===== config.mk =====
export PLATFORM = sky130hd
export DESIGN_NAME = id_ex_fwd_stage_flat
export DESIGN_NICKNAME = d
export VERILOG_FILES = /design/src/rtl/pipe_pkg.sv /design/src/rtl/id_ex_fwd_stage_if.sv /design/src/rtl/id_ex_fwd_stage_fwd_sel_unit.sv /design/src/rtl/id_ex_fwd_stage.sv /design/src/flat_wrapper.sv
export SDC_FILE = /design/constraint.sdc
export NUM_CORES = 1
export LEC_CHECK = 0
export ABC_CLOCK_PERIOD_IN_PS = 1900
export CAP_MARGIN = 20
export CORE_UTILIZATION = 41
export CTS_CLUSTER_SIZE = 20
export DETAILED_ROUTE_END_ITERATION = 16
export GPL_TIMING_DRIVEN = 0
export PLACE_DENSITY = 0.84
export SYNTH_ARGS = -nofsm -noshare
export SYNTH_HDL_FRONTEND = slang
export SYNTH_SLANG_ARGS = --single-unit

===== constraint.sdc =====
create_clock -name clk_i -period 1.9 [get_ports clk_i]
set_input_delay 0.38 -clock clk_i [delete_from_list [all_inputs] [get_ports clk_i]]
set_output_delay 0.38 -clock clk_i [all_outputs]
set_load 0.005 [all_outputs]

===== src/rtl/pipe_pkg.sv =====
// +--------------------------------------------------------------------+
// | pipe_pkg : control-bundle bit map and forwarding-select encodings  |
// | Rev 1.0                                                            |
// +--------------------------------------------------------------------+
`default_nettype none

package pipe_pkg;

  localparam int REG_WRITE  = 0;
  localparam int MEM_READ   = 1;
  localparam int MEM_WRITE  = 2;
  localparam int MEM_TO_REG = 3;
  localparam int ALU_SRC    = 4;
  localparam int ALU_OP_LO  = 5;
  localparam int ALU_OP_HI  = 7;

  typedef enum logic [1:0] {
    FWD_REG  = 2'b00,
    FWD_WB   = 2'b01,
    FWD_MEM  = 2'b10,
    FWD_RSVD = 2'b11
  } fwd_sel_e;

endpackage

`default_nettype wire


===== src/rtl/id_ex_fwd_stage_if.sv =====
// +--------------------------------------------------------------------+
// | id_ex_fwd_stage_if : ID inputs, forwarding sources and EX outputs  |
// | Rev 1.0                                                            |
// +--------------------------------------------------------------------+
`default_nettype none

interface id_ex_fwd_stage_if #(
  parameter int DATA_W = 32,
  parameter int REG_AW = 5,
  parameter int CTRL_W = 8
);

  logic              mem_stall_i;
  logic              flush_i;
  logic              id_valid_i;
  logic [REG_AW-1:0] id_rs1_addr_i;
  logic [REG_AW-1:0] id_rs2_addr_i;
  logic              id_uses_rs1_i;
  logic              id_uses_rs2_i;
  logic [DATA_W-1:0] id_rs1_data_i;
  logic [DATA_W-1:0] id_rs2_data_i;
  logic [DATA_W-1:0] id_imm_i;
  logic [REG_AW-1:0] id_rd_addr_i;
  logic [CTRL_W-1:0] id_ctrl_i;
  logic              exmem_reg_write_i;
  logic [REG_AW-1:0] exmem_rd_i;
  logic              memwb_reg_write_i;
  logic [REG_AW-1:0] memwb_rd_i;

  logic              ex_valid_o;
  logic [REG_AW-1:0] ex_rs1_addr_o;
  logic [REG_AW-1:0] ex_rs2_addr_o;
  logic [DATA_W-1:0] ex_rs1_data_o;
  logic [DATA_W-1:0] ex_rs2_data_o;
  logic [DATA_W-1:0] ex_imm_o;
  logic [REG_AW-1:0] ex_rd_addr_o;
  logic [CTRL_W-1:0] ex_ctrl_o;
  logic [1:0]        fwd_a_sel_o;
  logic [1:0]        fwd_b_sel_o;
  logic              hazard_stall_o;

  modport master (
    output mem_stall_i, flush_i, id_valid_i, id_rs1_addr_i, id_rs2_addr_i,
           id_uses_rs1_i, id_uses_rs2_i, id_rs1_data_i, id_rs2_data_i,
           id_imm_i, id_rd_addr_i, id_ctrl_i, exmem_reg_write_i, exmem_rd_i,
           memwb_reg_write_i, memwb_rd_i,
    input  ex_valid_o, ex_rs1_addr_o, ex_rs2_addr_o, ex_rs1_data_o,
           ex_rs2_data_o, ex_imm_o, ex_rd_addr_o, ex_ctrl_o, fwd_a_sel_o,
           fwd_b_sel_o, hazard_stall_o
  );

  modport slave (
    input  mem_stall_i, flush_i, id_valid_i, id_rs1_addr_i, id_rs2_addr_i,
           id_uses_rs1_i, id_uses_rs2_i, id_rs1_data_i, id_rs2_data_i,
           id_imm_i, id_rd_addr_i, id_ctrl_i, exmem_reg_write_i, exmem_rd_i,
           memwb_reg_write_i, memwb_rd_i,
    output ex_valid_o, ex_rs1_addr_o, ex_rs2_addr_o, ex_rs1_data_o,
           ex_rs2_data_o, ex_imm_o, ex_rd_addr_o, ex_ctrl_o, fwd_a_sel_o,
           fwd_b_sel_o, hazard_stall_o
  );

endinterface

`default_nettype wire


===== src/rtl/id_ex_fwd_stage_fwd_sel_unit.sv =====
// +--------------------------------------------------------------------+
// | fwd_sel_unit : operand-mux select for one EX source operand        |
// | Rev 1.0                                                            |
// +--------------------------------------------------------------------+
`default_nettype none

module fwd_sel_unit
  import pipe_pkg::*;
#(
  parameter int REG_AW = 5
) (
  input  logic              ex_valid_i,
  input  logic              uses_i,
  input  logic [REG_AW-1:0] src_addr_i,
  input  logic              exmem_we_i,
  input  logic [REG_AW-1:0] exmem_rd_i,
  input  logic              memwb_we_i,
  input  logic [REG_AW-1:0] memwb_rd_i,
  output logic [1:0]        sel_o
);

  logic hit_mem;
  logic hit_wb;

  // x0 is hard-wired zero, so a write to it never provides a forwarded value
  assign hit_mem = exmem_we_i && (exmem_rd_i != '0) && (exmem_rd_i == src_addr_i);
  assign hit_wb  = memwb_we_i && (memwb_rd_i != '0) && (memwb_rd_i == src_addr_i);

  always_comb begin
    sel_o = FWD_REG;
    if (ex_valid_i && uses_i) begin
      if (hit_mem) begin
        sel_o = FWD_MEM;
      end else if (hit_wb) begin
        sel_o = FWD_WB;
      end
    end
  end

endmodule

`default_nettype wire


===== src/rtl/id_ex_fwd_stage.sv =====
// +--------------------------------------------------------------------+
// | id_ex_fwd_stage : ID/EX register, forwarding selects, load-use stall|
// | Rev 1.0                                                            |
// +--------------------------------------------------------------------+
`default_nettype none

module id_ex_fwd_stage
  import pipe_pkg::*;
#(
  parameter int DATA_W = 32,
  parameter int REG_AW = 5,
  parameter int CTRL_W = 8
) (
  input  logic             clk_i,
  input  logic             rst_i,
  id_ex_fwd_stage_if.slave bus
);

  logic              valid_q,    valid_d;
  logic              uses1_q,    uses1_d;
  logic              uses2_q,    uses2_d;
  logic [REG_AW-1:0] rs1_addr_q, rs1_addr_d;
  logic [REG_AW-1:0] rs2_addr_q, rs2_addr_d;
  logic [REG_AW-1:0] rd_addr_q,  rd_addr_d;
  logic [DATA_W-1:0] rs1_data_q, rs1_data_d;
  logic [DATA_W-1:0] rs2_data_q, rs2_data_d;
  logic [DATA_W-1:0] imm_q,      imm_d;
  logic [CTRL_W-1:0] ctrl_q,     ctrl_d;

  logic hazard;
  logic bubble;

  // A load in EX whose rd is read by the instruction in ID cannot be forwarded yet
  assign hazard = bus.id_valid_i && valid_q && ctrl_q[MEM_READ] && !bus.flush_i
                  && (rd_addr_q != '0)
                  && ((bus.id_uses_rs1_i && (bus.id_rs1_addr_i == rd_addr_q)) ||
                      (bus.id_uses_rs2_i && (bus.id_rs2_addr_i == rd_addr_q)));

  assign bubble = bus.flush_i || hazard;

  always_comb begin
    valid_d    = bubble ? 1'b0 : bus.id_valid_i;
    uses1_d    = bubble ? 1'b0 : bus.id_uses_rs1_i;
    uses2_d    = bubble ? 1'b0 : bus.id_uses_rs2_i;
    rs1_addr_d = bubble ? '0   : bus.id_rs1_addr_i;
    rs2_addr_d = bubble ? '0   : bus.id_rs2_addr_i;
    rd_addr_d  = bubble ? '0   : bus.id_rd_addr_i;
    rs1_data_d = bubble ? '0   : bus.id_rs1_data_i;
    rs2_data_d = bubble ? '0   : bus.id_rs2_data_i;
    imm_d      = bubble ? '0   : bus.id_imm_i;
    ctrl_d     = (bubble || !bus.id_valid_i) ? '0 : bus.id_ctrl_i;
  end

  always_ff @(posedge clk_i) begin
    if (!rst_i) begin
      valid_q    <= 1'b0;
      uses1_q    <= 1'b0;
      uses2_q    <= 1'b0;
      rs1_addr_q <= '0;
      rs2_addr_q <= '0;
      rd_addr_q  <= '0;
      rs1_data_q <= '0;
      rs2_data_q <= '0;
      imm_q      <= '0;
      ctrl_q     <= '0;
    end else if (!bus.mem_stall_i) begin
      valid_q    <= valid_d;
      uses1_q    <= uses1_d;
      uses2_q    <= uses2_d;
      rs1_addr_q <= rs1_addr_d;
      rs2_addr_q <= rs2_addr_d;
      rd_addr_q  <= rd_addr_d;
      rs1_data_q <= rs1_data_d;
      rs2_data_q <= rs2_data_d;
      imm_q      <= imm_d;
      ctrl_q     <= ctrl_d;
    end
  end

  fwd_sel_unit #(.REG_AW(REG_AW)) u_fwd_a (
    .ex_valid_i (valid_q),
    .uses_i     (uses1_q),
    .src_addr_i (rs1_addr_q),
    .exmem_we_i (bus.exmem_reg_write_i),
    .exmem_rd_i (bus.exmem_rd_i),
    .memwb_we_i (bus.memwb_reg_write_i),
    .memwb_rd_i (bus.memwb_rd_i),
    .sel_o      (bus.fwd_a_sel_o)
  );

  fwd_sel_unit #(.REG_AW(REG_AW)) u_fwd_b (
    .ex_valid_i (valid_q),
    .uses_i     (uses2_q),
    .src_addr_i (rs2_addr_q),
    .exmem_we_i (bus.exmem_reg_write_i),
    .exmem_rd_i (bus.exmem_rd_i),
    .memwb_we_i (bus.memwb_reg_write_i),
    .memwb_rd_i (bus.memwb_rd_i),
    .sel_o      (bus.fwd_b_sel_o)
  );

  assign bus.ex_valid_o     = valid_q;
  assign bus.ex_rs1_addr_o  = rs1_addr_q;
  assign bus.ex_rs2_addr_o  = rs2_addr_q;
  assign bus.ex_rs1_data_o  = rs1_data_q;
  assign bus.ex_rs2_data_o  = rs2_data_q;
  assign bus.ex_imm_o       = imm_q;
  assign bus.ex_rd_addr_o   = rd_addr_q;
  assign bus.ex_ctrl_o      = ctrl_q;
  assign bus.hazard_stall_o = hazard;

endmodule

`default_nettype wire


===== src/flat_wrapper.sv =====
// flat-port wrapper written by rule: the top's interface ports become plain ports
module id_ex_fwd_stage_flat import pipe_pkg::*;
#(
  parameter int DATA_W = 32,
  parameter int REG_AW = 5,
  parameter int CTRL_W = 8
)
  (clk_i, rst_i, bus_mem_stall_i, bus_flush_i, bus_id_valid_i, bus_id_rs1_addr_i, bus_id_rs2_addr_i, bus_id_uses_rs1_i, bus_id_uses_rs2_i, bus_id_rs1_data_i, bus_id_rs2_data_i, bus_id_imm_i, bus_id_rd_addr_i, bus_id_ctrl_i, bus_exmem_reg_write_i, bus_exmem_rd_i, bus_memwb_reg_write_i, bus_memwb_rd_i, bus_ex_valid_o, bus_ex_rs1_addr_o, bus_ex_rs2_addr_o, bus_ex_rs1_data_o, bus_ex_rs2_data_o, bus_ex_imm_o, bus_ex_rd_addr_o, bus_ex_ctrl_o, bus_fwd_a_sel_o, bus_fwd_b_sel_o, bus_hazard_stall_o);
  id_ex_fwd_stage_if #(.DATA_W(DATA_W), .REG_AW(REG_AW), .CTRL_W(CTRL_W)) bus_i ();
  input  logic clk_i;
  input  logic rst_i;
  input wire logic [$bits(bus_i.mem_stall_i)-1:0] bus_mem_stall_i;
  input wire logic [$bits(bus_i.flush_i)-1:0] bus_flush_i;
  input wire logic [$bits(bus_i.id_valid_i)-1:0] bus_id_valid_i;
  input wire logic [$bits(bus_i.id_rs1_addr_i)-1:0] bus_id_rs1_addr_i;
  input wire logic [$bits(bus_i.id_rs2_addr_i)-1:0] bus_id_rs2_addr_i;
  input wire logic [$bits(bus_i.id_uses_rs1_i)-1:0] bus_id_uses_rs1_i;
  input wire logic [$bits(bus_i.id_uses_rs2_i)-1:0] bus_id_uses_rs2_i;
  input wire logic [$bits(bus_i.id_rs1_data_i)-1:0] bus_id_rs1_data_i;
  input wire logic [$bits(bus_i.id_rs2_data_i)-1:0] bus_id_rs2_data_i;
  input wire logic [$bits(bus_i.id_imm_i)-1:0] bus_id_imm_i;
  input wire logic [$bits(bus_i.id_rd_addr_i)-1:0] bus_id_rd_addr_i;
  input wire logic [$bits(bus_i.id_ctrl_i)-1:0] bus_id_ctrl_i;
  input wire logic [$bits(bus_i.exmem_reg_write_i)-1:0] bus_exmem_reg_write_i;
  input wire logic [$bits(bus_i.exmem_rd_i)-1:0] bus_exmem_rd_i;
  input wire logic [$bits(bus_i.memwb_reg_write_i)-1:0] bus_memwb_reg_write_i;
  input wire logic [$bits(bus_i.memwb_rd_i)-1:0] bus_memwb_rd_i;
  output wire logic [$bits(bus_i.ex_valid_o)-1:0] bus_ex_valid_o;
  output wire logic [$bits(bus_i.ex_rs1_addr_o)-1:0] bus_ex_rs1_addr_o;
  output wire logic [$bits(bus_i.ex_rs2_addr_o)-1:0] bus_ex_rs2_addr_o;
  output wire logic [$bits(bus_i.ex_rs1_data_o)-1:0] bus_ex_rs1_data_o;
  output wire logic [$bits(bus_i.ex_rs2_data_o)-1:0] bus_ex_rs2_data_o;
  output wire logic [$bits(bus_i.ex_imm_o)-1:0] bus_ex_imm_o;
  output wire logic [$bits(bus_i.ex_rd_addr_o)-1:0] bus_ex_rd_addr_o;
  output wire logic [$bits(bus_i.ex_ctrl_o)-1:0] bus_ex_ctrl_o;
  output wire logic [$bits(bus_i.fwd_a_sel_o)-1:0] bus_fwd_a_sel_o;
  output wire logic [$bits(bus_i.fwd_b_sel_o)-1:0] bus_fwd_b_sel_o;
  output wire logic [$bits(bus_i.hazard_stall_o)-1:0] bus_hazard_stall_o;
  assign bus_i.mem_stall_i = bus_mem_stall_i;
  assign bus_i.flush_i = bus_flush_i;
  assign bus_i.id_valid_i = bus_id_valid_i;
  assign bus_i.id_rs1_addr_i = bus_id_rs1_addr_i;
  assign bus_i.id_rs2_addr_i = bus_id_rs2_addr_i;
  assign bus_i.id_uses_rs1_i = bus_id_uses_rs1_i;
  assign bus_i.id_uses_rs2_i = bus_id_uses_rs2_i;
  assign bus_i.id_rs1_data_i = bus_id_rs1_data_i;
  assign bus_i.id_rs2_data_i = bus_id_rs2_data_i;
  assign bus_i.id_imm_i = bus_id_imm_i;
  assign bus_i.id_rd_addr_i = bus_id_rd_addr_i;
  assign bus_i.id_ctrl_i = bus_id_ctrl_i;
  assign bus_i.exmem_reg_write_i = bus_exmem_reg_write_i;
  assign bus_i.exmem_rd_i = bus_exmem_rd_i;
  assign bus_i.memwb_reg_write_i = bus_memwb_reg_write_i;
  assign bus_i.memwb_rd_i = bus_memwb_rd_i;
  assign bus_ex_valid_o = bus_i.ex_valid_o;
  assign bus_ex_rs1_addr_o = bus_i.ex_rs1_addr_o;
  assign bus_ex_rs2_addr_o = bus_i.ex_rs2_addr_o;
  assign bus_ex_rs1_data_o = bus_i.ex_rs1_data_o;
  assign bus_ex_rs2_data_o = bus_i.ex_rs2_data_o;
  assign bus_ex_imm_o = bus_i.ex_imm_o;
  assign bus_ex_rd_addr_o = bus_i.ex_rd_addr_o;
  assign bus_ex_ctrl_o = bus_i.ex_ctrl_o;
  assign bus_fwd_a_sel_o = bus_i.fwd_a_sel_o;
  assign bus_fwd_b_sel_o = bus_i.fwd_b_sel_o;
  assign bus_hazard_stall_o = bus_i.hazard_stall_o;
  id_ex_fwd_stage #(.DATA_W(DATA_W), .REG_AW(REG_AW), .CTRL_W(CTRL_W)) u_core (.clk_i(clk_i), .rst_i(rst_i), .bus(bus_i));
endmodule

**Yosys cells after proc, flatten, opt, wreduce, memory -nomap -nowiden**

Cells that the tools add are included.

- Register bits after elaboration: 122
- Input port bits: 138
- Output and inout bits: 125
- Logic and storage cells: 55

- Eq/ne operators: 6
- Mux-type cells: 16
- Reductions and logical operators: 23

Operator list:

| cell | count |
|---|---|
| 2-to-1 mux 32 bit | 3 |
| equality test 5 bit | 6 |
| logical AND 1 bit | 15 |
| 2-to-1 mux 5 bit | 3 |
| nonzero test 5 bit | 3 |
| 2-to-1 mux 2 bit | 4 |
| 2-to-1 mux 8 bit | 1 |
| 2-to-1 mux 1 bit | 5 |
| logical OR 1 bit | 3 |
| zero test 1 bit | 2 |

**Depth between registers and ports, before layout**

- Word-level depth: 8
- Gate-level depth with buffers: 6

**Modules after synthesis**

Synthesis repeated with hierarchy kept, for this count alone.

- Cells, all modules: 627
- Area, all modules: 5447.7 um2

Modules (own cells, without submodules):

| module | times used | cells each | area each (um2) | sequential area each (um2) |
|---|---|---|---|---|
| id_ex_fwd_stage | 1 | 585 | 5122.4 | 2442.3 |
| fwd_sel_unit | 2 | 21 | 162.7 | 0.0 |

**Worst setup path after synthesis**

Ideal clock, no wire load.

- Path kind: register to output
- From: register u_core.rd_addr_q[0] (netlist: u_core.bus.ex_rd_addr_o[0])
- To: output bus_hazard_stall_o
- Data arrival time: 1.428 ns
- Slack: 0.092 ns
- Stages on the path, launching flop included: 6
- Buffers on the path: 2
- Cell sequence: dfxtp_1 > or4_1 > o21ai_2 > buf_6 > buf_6 > nor2b_1

- Cells in the longest elaborated chain, start to end: 4

Ends and longest elaborated chain:

| element | line | source |
|---|---|---|
| from (decl) | id_ex_fwd_stage.sv:24 | `logic [REG_AW-1:0] rd_addr_q, rd_addr_d;` |
| from (signal assigned) | id_ex_fwd_stage.sv:72 | `rd_addr_q <= rd_addr_d;` |
| equality test 5 bit, on equally long branches | id_ex_fwd_stage.sv:36, id_ex_fwd_stage.sv:37 |  |
| logical AND 1 bit, on equally long branches | id_ex_fwd_stage.sv:36, id_ex_fwd_stage.sv:37 |  |
| logical OR 1 bit | id_ex_fwd_stage.sv:36 | `&& ((bus.id_uses_rs1_i && (bus.id_rs1_addr_i == rd_addr_q)) \|\|` |
| logical AND 1 bit (*) | id_ex_fwd_stage.sv:36 |  |
| to (decl) | flat_wrapper.sv:38 | `output wire logic [$bits(bus_i.hazard_stall_o)-1:0] bus_hazard_stall_o;` |

Every way passes the cells marked *; elsewhere a longest branch is shown, timed or not.

**Worst setup path after layout**

Ends and elaborated chain as after synthesis.

==> impl_metrics.prom <==
# TYPE chip_impl_metric gauge
chip_impl_metric{name="ctsHoldBuffers",unit=""} 0
chip_impl_metric{name="cts-root-to-sink-buffers",unit=""} 2
chip_impl_metric{name="critical_path_required",unit="ns"} 1.52
chip_impl_metric{name="num_vias",unit=""} 6304
chip_impl_metric{name="worst_path_maximum_fanout",unit=""} 2
chip_impl_metric{name="layoutNonFillerInstCount",unit=""} 1097
chip_impl_metric{name="finalWirelength",unit="mm"} 20.44
chip_impl_metric{name="top_level_ports",unit=""} 263
chip_impl_metric{name="synthToLayoutAreaGrowth",unit="%"} 70.74
chip_impl_metric{name="num_rows",unit=""} 41
chip_impl_metric{name="grt_first_pass_wirelength",unit="mm"} 29.96
chip_impl_metric{name="grt_max_degree",unit=""} 17
chip_impl_metric{name="layout-drive-gt1-share",unit="%"} 14.59
chip_impl_metric{name="synth_area_per_cell",unit="um2"} 8.684
chip_impl_metric{name="maxClockFrequency",unit="MHz"} 447.9
chip_impl_info{name="crit_path_cell_chain",value="or4_4, o21ai_4, buf_8, buf_8, nor2b_4, buf_6"} 1
chip_impl_metric{name="seq_area_frac_synth",unit="%"} 45.29
chip_impl_metric{name="worst_slew_pin_slew",unit="ns"} 0.5817
chip_impl_metric{name="syn-instance-count",unit=""} 621
chip_impl_metric{name="largest_stage_delay_worst_path",unit="ns"} 0.55
chip_impl_metric{name="die_w",unit="um"} 116.7
chip_impl_metric{name="buffer_ports.inserted",unit=""} 262
chip_impl_metric{name="syn-num-nets",unit=""} 759
chip_impl_info{name="cts_tree",value="built"} 1
chip_impl_metric{name="number_of_setup_violations_in_the_final_report",unit=""} 5
chip_impl_metric{name="synth.lib_cells_used.distinct",unit=""} 25
chip_impl_metric{name="die-area",unit="um2"} 13620
chip_impl_metric{name="clkLatencyLatePin",unit="ns"} 0.41
chip_impl_metric{name="finalHoldWorstSlack",unit="ns"} 0.3155
chip_impl_info{name="failing_checks",value="negative setup slack"} 1
chip_impl_metric{name="total_power",unit="W"} 0.007625
chip_impl_metric{name="finalWeightedCongestion",unit=""} 0.8247
chip_impl_info{name="outcome",value="finished, violations left"} 1
chip_impl_metric{name="drt-pass1-iter-count",unit=""} 9
chip_impl_info{name="worst_setup_path_end_kind",value="output port"} 1
chip_impl_metric{name="min_period_over_period",unit="%"} 117.5
chip_impl_metric{name="start_util",unit="%"} 42.39
chip_impl_metric{name="core_area",unit="um2"} 12720
chip_impl_info{name="clockRootBuffer",value="clkbuf_16"} 1
chip_impl_metric{name="detail-route-antenna-nets",unit=""} 0
chip_impl_metric{name="fin_ws",unit="ns"} -0.3326
chip_impl_info{name="worstHoldPathType",value="input port to register"} 1
chip_impl_metric{name="numCtsBuffers",unit=""} 17
chip_impl_metric{name="routedWlPerCell",unit="um"} 18.63
chip_impl_metric{name="finalCoreUtilization",unit="%"} 72.37
chip_impl_info{name="rsz0062_at_grt",value="true"} 1
chip_impl_metric{name="final_net_count",unit=""} 1050
chip_impl_metric{name="critPathArrivalTime",unit="ns"} 1.85
chip_impl_info{name="critical_path.startpoint_type",value="register"} 1
chip_impl_metric{name="number_of_antenna_violations_at_the_first_check_in_global_routing",unit=""} 1
chip_impl_metric{name="peakVddDrop",unit="uV"} 737.0
chip_impl_metric{name="globalRouteOverflowTotal",unit=""} 0
chip_impl_metric{name="cts.sinks",unit=""} 122
chip_impl_info{name="timing.critical_path.mode_cell",value="buf_8"} 1
chip_impl_metric{name="fill_count",unit=""} 934
chip_impl_metric{name="drt_first_iter_violations",unit=""} 537
chip_impl_metric{name="total_drc_errors_in_the_routed_layout",unit=""} 0
chip_impl_metric{name="timing_max_transition_violations_final",unit=""} 0
chip_impl_metric{name="leakage",unit="nW"} 3.352
chip_impl_metric{name="fp.dieH",unit="um"} 116.7
chip_impl_metric{name="synth-seq-cells",unit=""} 122
chip_impl_metric{name="grt_pass1_vias",unit=""} 5857
chip_impl_metric{name="hold_viol_final",unit=""} 0
chip_impl_metric{name="ys_warn_count",unit=""} 0
chip_impl_info{name="timing_worst_setup_path_type",value="register to output port"} 1
chip_impl_metric{name="pwr_per_cell_area",unit="nW/um2"} 828.2
chip_impl_info{name="critical_path.slowest_cell",value="or4_4"} 1
chip_impl_metric{name="globalRouteTotalUtil",unit="%"} 28.62
chip_impl_metric{name="dp_hpwl",unit="mm"} 13.83
chip_impl_metric{name="finalCriticalPeriod",unit="ns"} 2.233
chip_impl_metric{name="worst_clock_skew",unit="ns"} 0.009474
chip_impl_metric{name="setup_total_negative_slack",unit="ns"} -0.8635
chip_impl_metric{name="slew-limit-headroom",unit="%"} 61.22
chip_impl_metric{name="placedCellCount",unit=""} 1055
chip_impl_metric{name="synth.cell_area",unit="um2"} 5393
chip_impl_metric{name="cts_htree_levels",unit=""} 4
chip_impl_metric{name="detail_route.vias_per_cell",unit=""} 5.747
chip_impl_metric{name="insertedDiodeCount",unit=""} 0
chip_impl_metric{name="max_cap_violations",unit=""} 0
chip_impl_metric{name="cts.reportedPaths.clkPinSlew",unit="ns"} 0.05
cell usage in the layout (no fill, tap or decap), types with 2 or more instances in the layout:
cell type,instances
clkdlybuf4s50_1,240
nand2_1,116
a32oi_1,114
dfxtp_1,109
o21ai_0,61
o21ai_1,61
clkbuf_2,28
clkbuf_1,17
clkbuf_16,17
buf_2,14
xnor2_1,10
buf_6,10
xor2_1,10
and3_1,10
buf_4,10
nand3_1,9
xnor2_2,8
a22oi_1,8
dfxtp_4,8
dlymetal6s2s_1,7
dlygate4sd2_1,6
dfxtp_2,5
nand4_1,4
bufinv_16,4
buf_8,3
clkbuf_4,3
buf_1,3
clkbuf_8,3
clkinv_2,3
or4_4,2
o21ai_4,2
nor4_4,2
nor4_2,2
xor2_2,2
clkinv_4,2
clkinvlp_4,2
critical path: cells and delay by family (launching register included):
family | cells | cell delay, ns
AND/OR/NAND/NOR | 2 | 0.58
flip-flops | 1 | 0.34
buffers and inverters | 3 | 0.33
AO/OA/AOI/OAI | 1 | 0.19
power by group:
part	total (W)	internal (W)	switching (W)
Clock	0.00348	0.00230	0.00118
Combinational	0.00126	0.000755	0.000508
Sequential	0.00289	0.00275	0.000138
Yosys cell counts, drive strengths merged:
cell	n	share of area (%)
o21ai	125	12
dfxtp	122	45
nand2	116	8.1
a32oi	114	19
clkbuf	48	3.5
buf	20	2.7
xnor2	18	2.9
xor2	12	1.9
and3	10	1.2
nand3	10	0.93
a22oi	8	1.1
nand4	4	0.46
nor4	4	0.46
or4	3	0.42
nor3	2	0.19
and2	1	0.12
and4b	1	0.19
nor2b	1	0.12
nor3b	1	0.14
o22ai	1	0.12
final cells by class:
type / count / area (um2) / share of cell area, %
timing repair buffer: 272 / 2691 / 29.23
multi-input combinational: 431 / 2796 / 30.37
sequential: 122 / 2479 / 26.92
tap: 172 / 215.2 / 2.337
clock buffer: 21 / 470.5 / 5.109
buffer: 68 / 387.9 / 4.213
clock inverter: 11 / 167.7 / 1.821
sequential cells by signal, summed over array words and instances (netlist names):
register / cells
u_core.bus.ex_ctrl_o: 8
u_core.bus.ex_imm_o: 32
u_core.bus.ex_rd_addr_o: 5
u_core.bus.ex_rs1_addr_o: 5
u_core.bus.ex_rs1_data_o: 32
u_core.bus.ex_rs2_addr_o: 5
u_core.bus.ex_rs2_data_o: 32
u_core.bus.ex_valid_o: 1
u_core.uses1_q: 1
u_core.uses2_q: 1
routing by layer:
metal	global-route usage [%]	up-vias	part of all wire (%)
met5	0	-	0.064
met4	8.692	2	1.5
met3	10.43	26	10
met2	48.88	338	49
met1	33.45	2987	39
li1	-	2951	-
through the flow:
stage               instance area, um2  worst slack, ns
CTS                               9065          -0.3893
global route                      9208          -0.3699
finish                            9208          -0.3326
global placement                  8230           -1.372
detailed placement                8230           -1.392
floorplan                         5393          0.09163
repair_timing:
action | CTS | global route
buffers inserted | 8 | 2
pin swaps | 21 | 19
hold endpoints to repair | 0 | 0
endpoints found under the setup margin | 127 | 119
resized for setup | 101 | 56
logic make-up (layout without fill, tap and decap cells):
group | after synthesis | in the layout | synth area share [%]
compound gates | 248 | 248 | 31.42
xor+xnor | 30 | 30 | 4.872
buf+inv | 68 | 372 | 6.172
flops | 122 | 122 | 45.29
simple gates | 153 | 153 | 12.25
path summary, 6_finish.rpt:
check,from,end,slack [ns],cells after the start
hold reg to reg,u_core.bus.ex_imm_o[28]$_SDFFE_PN0N_,u_core.bus.ex_imm_o[28]$_SDFFE_PN0N_,0.47,2
setup / recovery,u_core.bus.ex_rd_addr_o[0]$_SDFFE_PN0N_,bus_hazard_stall_o,-0.33,6
setup reg to reg,u_core.bus.ex_rd_addr_o[0]$_SDFFE_PN0N_,u_core.bus.ex_rd_addr_o[4]$_SDFFE_PN0N_,0.02,6
hold / removal,bus_id_rs1_addr_i[1],u_core.bus.ex_rs1_addr_o[1]$_SDFFE_PN0N_,0.32,3
(Power assumes the default switching activity.)
